<file path="src/rtl/rv_encode_loader_pkg.sv">
// Shared types and constants for the RV32I instruction encode loader.
// Instruction format codes, loader FSM states, opcode constants, helpers.
package rv_pkg;

    typedef enum logic [2:0] {
        TYPE_R = 3'd0,
        TYPE_I = 3'd1,
        TYPE_S = 3'd2,
        TYPE_B = 3'd3,
        TYPE_U = 3'd4,
        TYPE_J = 3'd5
    } instr_type_e;

    typedef logic [1:0] loader_state_e;

    localparam loader_state_e ST_IDLE = 2'd0;
    localparam loader_state_e ST_LOAD = 2'd1;
    localparam loader_state_e ST_DONE = 2'd2;

    localparam logic [6:0] OP_LOAD   = 7'h03;
    localparam logic [6:0] OP_IMM    = 7'h13;
    localparam logic [6:0] OP_AUIPC  = 7'h17;
    localparam logic [6:0] OP_STORE  = 7'h23;
    localparam logic [6:0] OP_REG    = 7'h33;
    localparam logic [6:0] OP_LUI    = 7'h37;
    localparam logic [6:0] OP_BRANCH = 7'h63;
    localparam logic [6:0] OP_JALR   = 7'h67;
    localparam logic [6:0] OP_JAL    = 7'h6F;

    function automatic logic is_legal_type(input logic [2:0] t);
        return (t <= 3'd5);
    endfunction

endpackage

</file>
<file path="src/rtl/rv_encode_loader_encode.sv">
// rv_encode: combinational field-bundle to RV32I word packer.
// Ports: instr_type/op/rd/rs1/rs2/funct3/funct7/imm in; word, legal out.
import rv_pkg::*;

module rv_encode (
    input  logic [2:0]  instr_type,
    input  logic [6:0]  op,
    input  logic [4:0]  rd,
    input  logic [4:0]  rs1,
    input  logic [4:0]  rs2,
    input  logic [2:0]  funct3,
    input  logic [6:0]  funct7,
    input  logic [19:0] imm,
    output logic [31:0] word,
    output logic        legal
);

    logic [24:0] hi;

    always_comb begin
        hi    = '0;
        legal = is_legal_type(instr_type);
        case (instr_type)
            TYPE_R: hi = {funct7, rs2, rs1, funct3, rd};
            TYPE_I: hi = {imm[11:0], rs1, funct3, rd};
            TYPE_S: hi = {imm[11:5], rs2, rs1, funct3, imm[4:0]};
            // imm arrives in decode order: bit 11 -> word[31], bit 10 -> word[7]
            TYPE_B: hi = {imm[11], imm[9:4], rs2, rs1, funct3,
                          imm[3:0], imm[10]};
            TYPE_U: hi = {imm[19:0], rd};
            // J imm is already permuted {31,19:12,20,30:21} by the producer
            TYPE_J: hi = {imm[19:0], rd};
            default: hi = '0;
        endcase
        word = {hi, op};
    end

endmodule

</file>
<file path="src/rtl/rv_encode_loader.sv">
// Streams packed RV32I words into imem through a sequential write port.
// Ports: start/req handshake+fields in; imem we/addr/data, count, done, err out.
import rv_pkg::*;

module rv_encode_loader #(
    parameter logic [31:0] BASE_ADDR = 32'h0,
    parameter int          DEPTH     = 256
) (
    input  logic                     clk,
    input  logic                     reset,
    input  logic                     start_i,
    input  logic                     req_valid_i,
    output logic                     req_ready_o,
    input  logic                     req_last_i,
    input  logic [2:0]               req_type_i,
    input  logic [6:0]               req_op_i,
    input  logic [4:0]               req_rd_i,
    input  logic [4:0]               req_rs1_i,
    input  logic [4:0]               req_rs2_i,
    input  logic [2:0]               req_funct3_i,
    input  logic [6:0]               req_funct7_i,
    input  logic [19:0]              req_imm_i,
    output logic                     imem_we_o,
    output logic [31:0]              imem_addr_o,
    output logic [31:0]              imem_data_o,
    output logic [$clog2(DEPTH):0]   count_o,
    output logic                     done_o,
    output logic                     err_o
);

    localparam int CW = $clog2(DEPTH) + 1;

    loader_state_e state;
    logic [31:0]   enc_word;
    logic          enc_legal;
    logic          accept;
    logic          wr;
    logic          hit;
    logic [CW-1:0] count_next;

    rv_encode u_encode (
        .instr_type (req_type_i),
        .op         (req_op_i),
        .rd         (req_rd_i),
        .rs1        (req_rs1_i),
        .rs2        (req_rs2_i),
        .funct3     (req_funct3_i),
        .funct7     (req_funct7_i),
        .imm        (req_imm_i),
        .word       (enc_word),
        .legal      (enc_legal)
    );

    assign req_ready_o = (state == ST_LOAD);
    assign accept      = req_valid_i & req_ready_o;
    assign wr          = accept & enc_legal;
    assign count_next  = count_o + 1'b1;
    assign hit         = wr && (count_next == CW'(DEPTH));

    always_ff @(posedge clk) begin
        if (reset) begin
            state       <= ST_IDLE;
            imem_we_o   <= 1'b0;
            imem_addr_o <= BASE_ADDR;
            imem_data_o <= '0;
            count_o     <= '0;
            done_o      <= 1'b0;
            err_o       <= 1'b0;
        end else begin
            // address moves on once the write it carried has been driven
            if (imem_we_o)
                imem_addr_o <= imem_addr_o + 32'd4;
            imem_we_o <= wr;
            if (wr) begin
                imem_data_o <= enc_word;
                count_o     <= count_next;
            end
            if (accept && !enc_legal)
                err_o <= 1'b1;
            case (state)
                ST_LOAD: begin
                    if (accept && (req_last_i || hit)) begin
                        state  <= ST_DONE;
                        done_o <= 1'b1;
                    end
                end
                ST_IDLE, ST_DONE: begin
                    if (start_i) begin
                        state       <= ST_LOAD;
                        imem_addr_o <= BASE_ADDR;
                        count_o     <= '0;
                        done_o      <= 1'b0;
                        err_o       <= 1'b0;
                    end
                end
                default: state <= ST_IDLE;
            endcase
        end
    end

endmodule

</file>
<file path="config.mk">
export PLATFORM = sky130hd
export DESIGN_NAME = rv_encode_loader
export DESIGN_NICKNAME = d
export VERILOG_FILES = /design/src/rtl/rv_encode_loader_pkg.sv /design/src/rtl/rv_encode_loader_encode.sv /design/src/rtl/rv_encode_loader.sv
export SDC_FILE = /design/constraint.sdc
export NUM_CORES = 1
export LEC_CHECK = 0
export ABC_AREA = 1
export BUFFER_PORTS_ARGS = -buffer_cell sky130_fd_sc_hd__buf_2
export CAP_MARGIN = 20
export CORE_ASPECT_RATIO = 1.25
export CORE_MARGIN = 3
export CORE_UTILIZATION = 33
export DETAILED_ROUTE_END_ITERATION = 12
export GPL_ROUTABILITY_DRIVEN = 0
export GPL_TIMING_DRIVEN = 0
export PLACE_DENSITY = 0.67
export SYNTH_ARGS = -nofsm -noshare
export SYNTH_HDL_FRONTEND = slang
export SYNTH_SLANG_ARGS = --single-unit
</file>
<file path="constraint.sdc">
create_clock -name clk -period 1.9 [get_ports clk]
set_input_delay 0.095 -clock clk [delete_from_list [all_inputs] [get_ports clk]]
set_output_delay 0.095 -clock clk [all_outputs]
set_load 0.01 [all_outputs]
</file>
==> results by group <==
Run status
  • Result of the run: finished clean

Finish
  • Diodes inserted: 0
  • Nets: 751
  • Layout overhead on the synthesized area: 33.5%
  • Fraction of layout cells with a size suffix above 1: 25.8%
  • Number of standard cells in the final layout excluding fillers: 825
  • Total non-filler cell area in the finished layout: 4980 sq um

Floorplan
  • Total die area: 12600 sq um
  • Starting density of the core: 34.5%
  • Number of top-level pins: 137
  • Number of placement rows: 42
  • Width of the die: 101 um
  • Die extent in y: 125 um
  • Area of the core: 10800 sq um

Detailed routing
  • DRT iter0 DRCs: 121
  • Antenna Nets Post-Route: 0
  • Routed via count: 4111
  • TritonRoute pass-1 iters: 5
  • Via-per-instance ratio: 4.98
  • Remaining routing DRC violations: 0
  • Detailed Route WL: 11.7 mm
  • Routed length per placed instance: 14.2 um

Global routing
  • Number of global-route vias before repair: 4068
  • Number of antenna violations at the first check in global routing: 0
  • Global-route total usage across every layer: 18.8%
  • Remaining Overflow, GRT: 0
  • Global-route wire length before repair: 19.0 mm
  • Largest net degree at the start of global routing: 13

Power
  • Share of total power in the clock network: 46.9%
  • Portion of total power attributed to combinational logic: 10.4%
  • Internal power component: 2980 uW
  • Power density normalized to cell area: 789 nW/um^2
  • Sw Share: 24.1%
  • Reg power frac: 42.7%
  • NetSw: 946 uW
  • Peak supply drop: 472 uV
  • Static leakage: 0.00230 uW

Worst setup path
  • Kind of start point of the critical path: flop
  • Ordered cell list for the critical path: ha_1 -> nand2_1 -> nor2_4 -> nand2_1 -> nand2_1 -> nand2_1 -> nor2_1 -> nand3_1 -> nand2_1 -> nand2_1 -> nand2_1 -> a21oi_1
  • Required time worst endpoint: 2110 ps
  • Number of buffers and inverters on the critical path: 0
  • Cell type of the slowest stage on the worst timing path: sky130_fd_sc_hd__dfxtp_2
  • Dominant cell type by count on the critical path: sky130_fd_sc_hd__nand2_1
  • Terminus of the critical flop-to-flop path: state[0]$_SDFFE_PP0P_
  • Type of the worst setup path: flop to flop
  • Max FO, Critical Path: 8
  • Dominant delay contributor by cell family on the critical path: simple AND/OR/NAND/NOR gates
  • Crit end category: flop
  • Worst reg2reg startpoint: count_o[0]$_SDFF_PP0_
  • FF-to-FF setup slack: 180 ps
  • Arr. time, crit path: 1930 ps
  • Critical Path Max Stage Delay: 410 ps
  • Count of cells along the worst register-to-register path: 12

Hold path
  • Worst min-delay path category: input pin to flop
  • Number of stages on the worst hold path: 3
  • Worst Hold Launch: req_funct7_i[6]
  • End point of the most critical hold path: imem_data_o[31]$_SDFFE_PP0N_

Synth
  • Top cells by area, synth: sky130_fd_sc_hd__dfxtp_1 41%, sky130_fd_sc_hd__nand2_1 12%, sky130_fd_sc_hd__nor2_1 7.1%, sky130_fd_sc_hd__inv_1 5.1%, sky130_fd_sc_hd__o21ai_0 5.0%
  • Share of flip-flops with an asynchronous set or reset after synthesis: 0%
  • Number of distinct standard cells referenced by the synthesized netlist: 35
  • Ys flop type: sky130_fd_sc_hd__dfxtp_1
  • Most used standard cell by instance count after synthesis: sky130_fd_sc_hd__nand2_1
  • Area share of the largest cell type after synthesis: 40.8%
  • Combined area of all synthesized cells: 3730 sq um
  • Fraction of the yosys area taken by sequential cells: 40.8%
  • Most area-hungry cell type in the Yosys netlist: sky130_fd_sc_hd__dfxtp_1
  • Post-Synthesis Mean Instance Area: 6.96 sq um
  • Yosys synthesis warning count: 0
  • Commonest cells in the netlist: 119 x sky130_fd_sc_hd__nand2_1, 76 x sky130_fd_sc_hd__dfxtp_1, 71 x sky130_fd_sc_hd__nor2_1
  • Cells after Synth: 536
  • Count of flip-flops with a built-in enable after synthesis: 0
  • Post-synthesis register bit count: 76

STA
  • Min setup slack post-route: 179 ps
  • Highest clock frequency the design can meet: 0.581 GHz
  • Relative slew slack: 61.1%
  • Unrepaired setup endpoints after global routing: no
  • Tcrit/Tclk final: 90.6%
  • Aggregate negative setup slack: 0 ps
  • Final worst clock skew: 8.56 ps
  • Final Max Slew Viols: 0
  • Final count of hold timing violations: 0
  • Tightest hold margin: 27.3 ps
  • Final critical path time including I/O delays and setup: 1720 ps
  • Worst-margin pin slew: 584 ps
  • Final setup violation count: 0

Placement
  • DP Cell Count: 802
  • Port buffer count: 133
  • Detailed placer's ending HPWL: 9.10 mm
  • Post-DP Area: 4570 sq um
  • Worst slack after detailed placement: -24.0 ps

Clock network
  • H-tree lvl count: 3
  • Clock transition at path regs: 60 ps
  • Total clock sinks: 76
  • TritonCTS clock tree: built
  • # Post-CTS Setup Buffers: 0
  • Root Driver: sky130_fd_sc_hd__clkbuf_16
  • Later-pin clock latency in the skew report: 340 ps
  • Clock buffer count from CTS: 9
  • Largest buffer count on any clock path: 2

Flow run
  • Max-cap violations: 0
cell families (layout without fill, tap and decap cells):
logic type      count (synthesis)  count (layout)  synth area share (%)
simple gates                  258             258                  30.5
compound gates                107             107                  16.4
buf+inv                        78             234                  8.22
flops                          76              76                  40.8
xor+xnor                       14              14                  3.29
fa+ha+maj                       2               2                 0.671
other cells                     1               2                 0.101
metal layers:
layer	vias to the layer above	global-route usage [%]	wire length (um)	share of wire, %
met5	-	0	0	0
met4	0	7.90	271	2.3
met3	23	6.22	1020	8.8
met2	175	32.3	5690	49
met1	1839	20.6	4700	40
li1	2074	-	-	-
worst max path at each step:
stage                                    from                          to  cells after the start
floorplan           imem_addr_o[2]$_SDFF_PP0_  imem_addr_o[22]$_SDFF_PP0_                     11
global placement        count_o[0]$_SDFF_PP0_       state[0]$_SDFFE_PP0P_                     12
detailed placement      count_o[0]$_SDFF_PP0_       state[0]$_SDFFE_PP0P_                     12
CTS                     count_o[0]$_SDFF_PP0_       state[0]$_SDFFE_PP0P_                     12
global route            count_o[0]$_SDFF_PP0_       state[0]$_SDFFE_PP0P_                     12
finish                  count_o[0]$_SDFF_PP0_       state[0]$_SDFFE_PP0P_                     12
final cells by class:
| type | count | area (sq um) |
|---|---|---|
| inverter | 54 | 203 |
| tap | 132 | 165 |
| sequential | 76 | 1530 |
| timing repair buffer | 141 | 746 |
| fill | 1119 | 5840 |
| clock buffer | 11 | 243 |
| multi-input combinational | 383 | 1920 |
| buffer | 24 | 105 |
| clock inverter | 4 | 73.8 |
power groups by stage:
stage          combinational (uW)  sequential [uW]  clock (uW)
2_1_floorplan                 179             1730           0
3_3_place_gp                  387             1710           0
3_5_place_dp                  393             1710           0
4_1_cts                       407             1680        1890
5_1_grt                       454             1690        1970
6_report                      407             1680        1840
layout by cell type, fill, tap and decap left out, drive strengths merged:
cell type | Yosys | final
a211oi | 1 | 1
a21oi | 36 | 36
a22oi | 1 | 1
a311oi | 7 | 7
a31oi | 13 | 13
a41oi | 6 | 6
and3 | 1 | 1
buf | 5 | 138
bufinv | 0 | 2
clkbuf | 19 | 30
clkinv | 0 | 2
conb | 1 | 2
dfxtp | 76 | 76
dlygate4sd3 | 0 | 8
ha | 2 | 2
inv | 54 | 54
nand2 | 121 | 121
nand3 | 27 | 27
nand3b | 1 | 1
nand4 | 14 | 14
nor2 | 83 | 83
nor3 | 9 | 9
nor3b | 1 | 1
nor4 | 1 | 1
o211a | 1 | 1
o211ai | 1 | 1
o21ai | 41 | 41
xnor2 | 4 | 4
xor2 | 10 | 10
timing repair:
item	4_1_cts	5_1_grt
gates resized for setup	1	9
hold buffers	8	0
gates cloned	0	0
hold endpoints to repair	9	0
setup endpoints to repair	1	15
registers in the layout, indices dropped and copies added, names as in the netlist:
register,cells
err_o,1
count_o,9
imem_data_o,32
done_o,1
imem_we_o,1
state,2
imem_addr_o,30
through the flow:
step	power, uW	utilization, %
detailed placement	2110	42.2
floorplan	1910	-
global placement	2100	42.2
CTS	3970	45.9
finish	3930	46.0
global route	4110	46.0
worst register-to-register path: cells and delay by family (launching register included):
| family | cells | cell delay [ps] |
|---|---|---|
| AOI/OAI and AO/OA | 1 | 50 |
| and+or+nand+nor | 10 | 920 |
| adders and majority gates | 1 | 210 |
| DFF | 1 | 410 |
(Power assumes the default switching activity.)
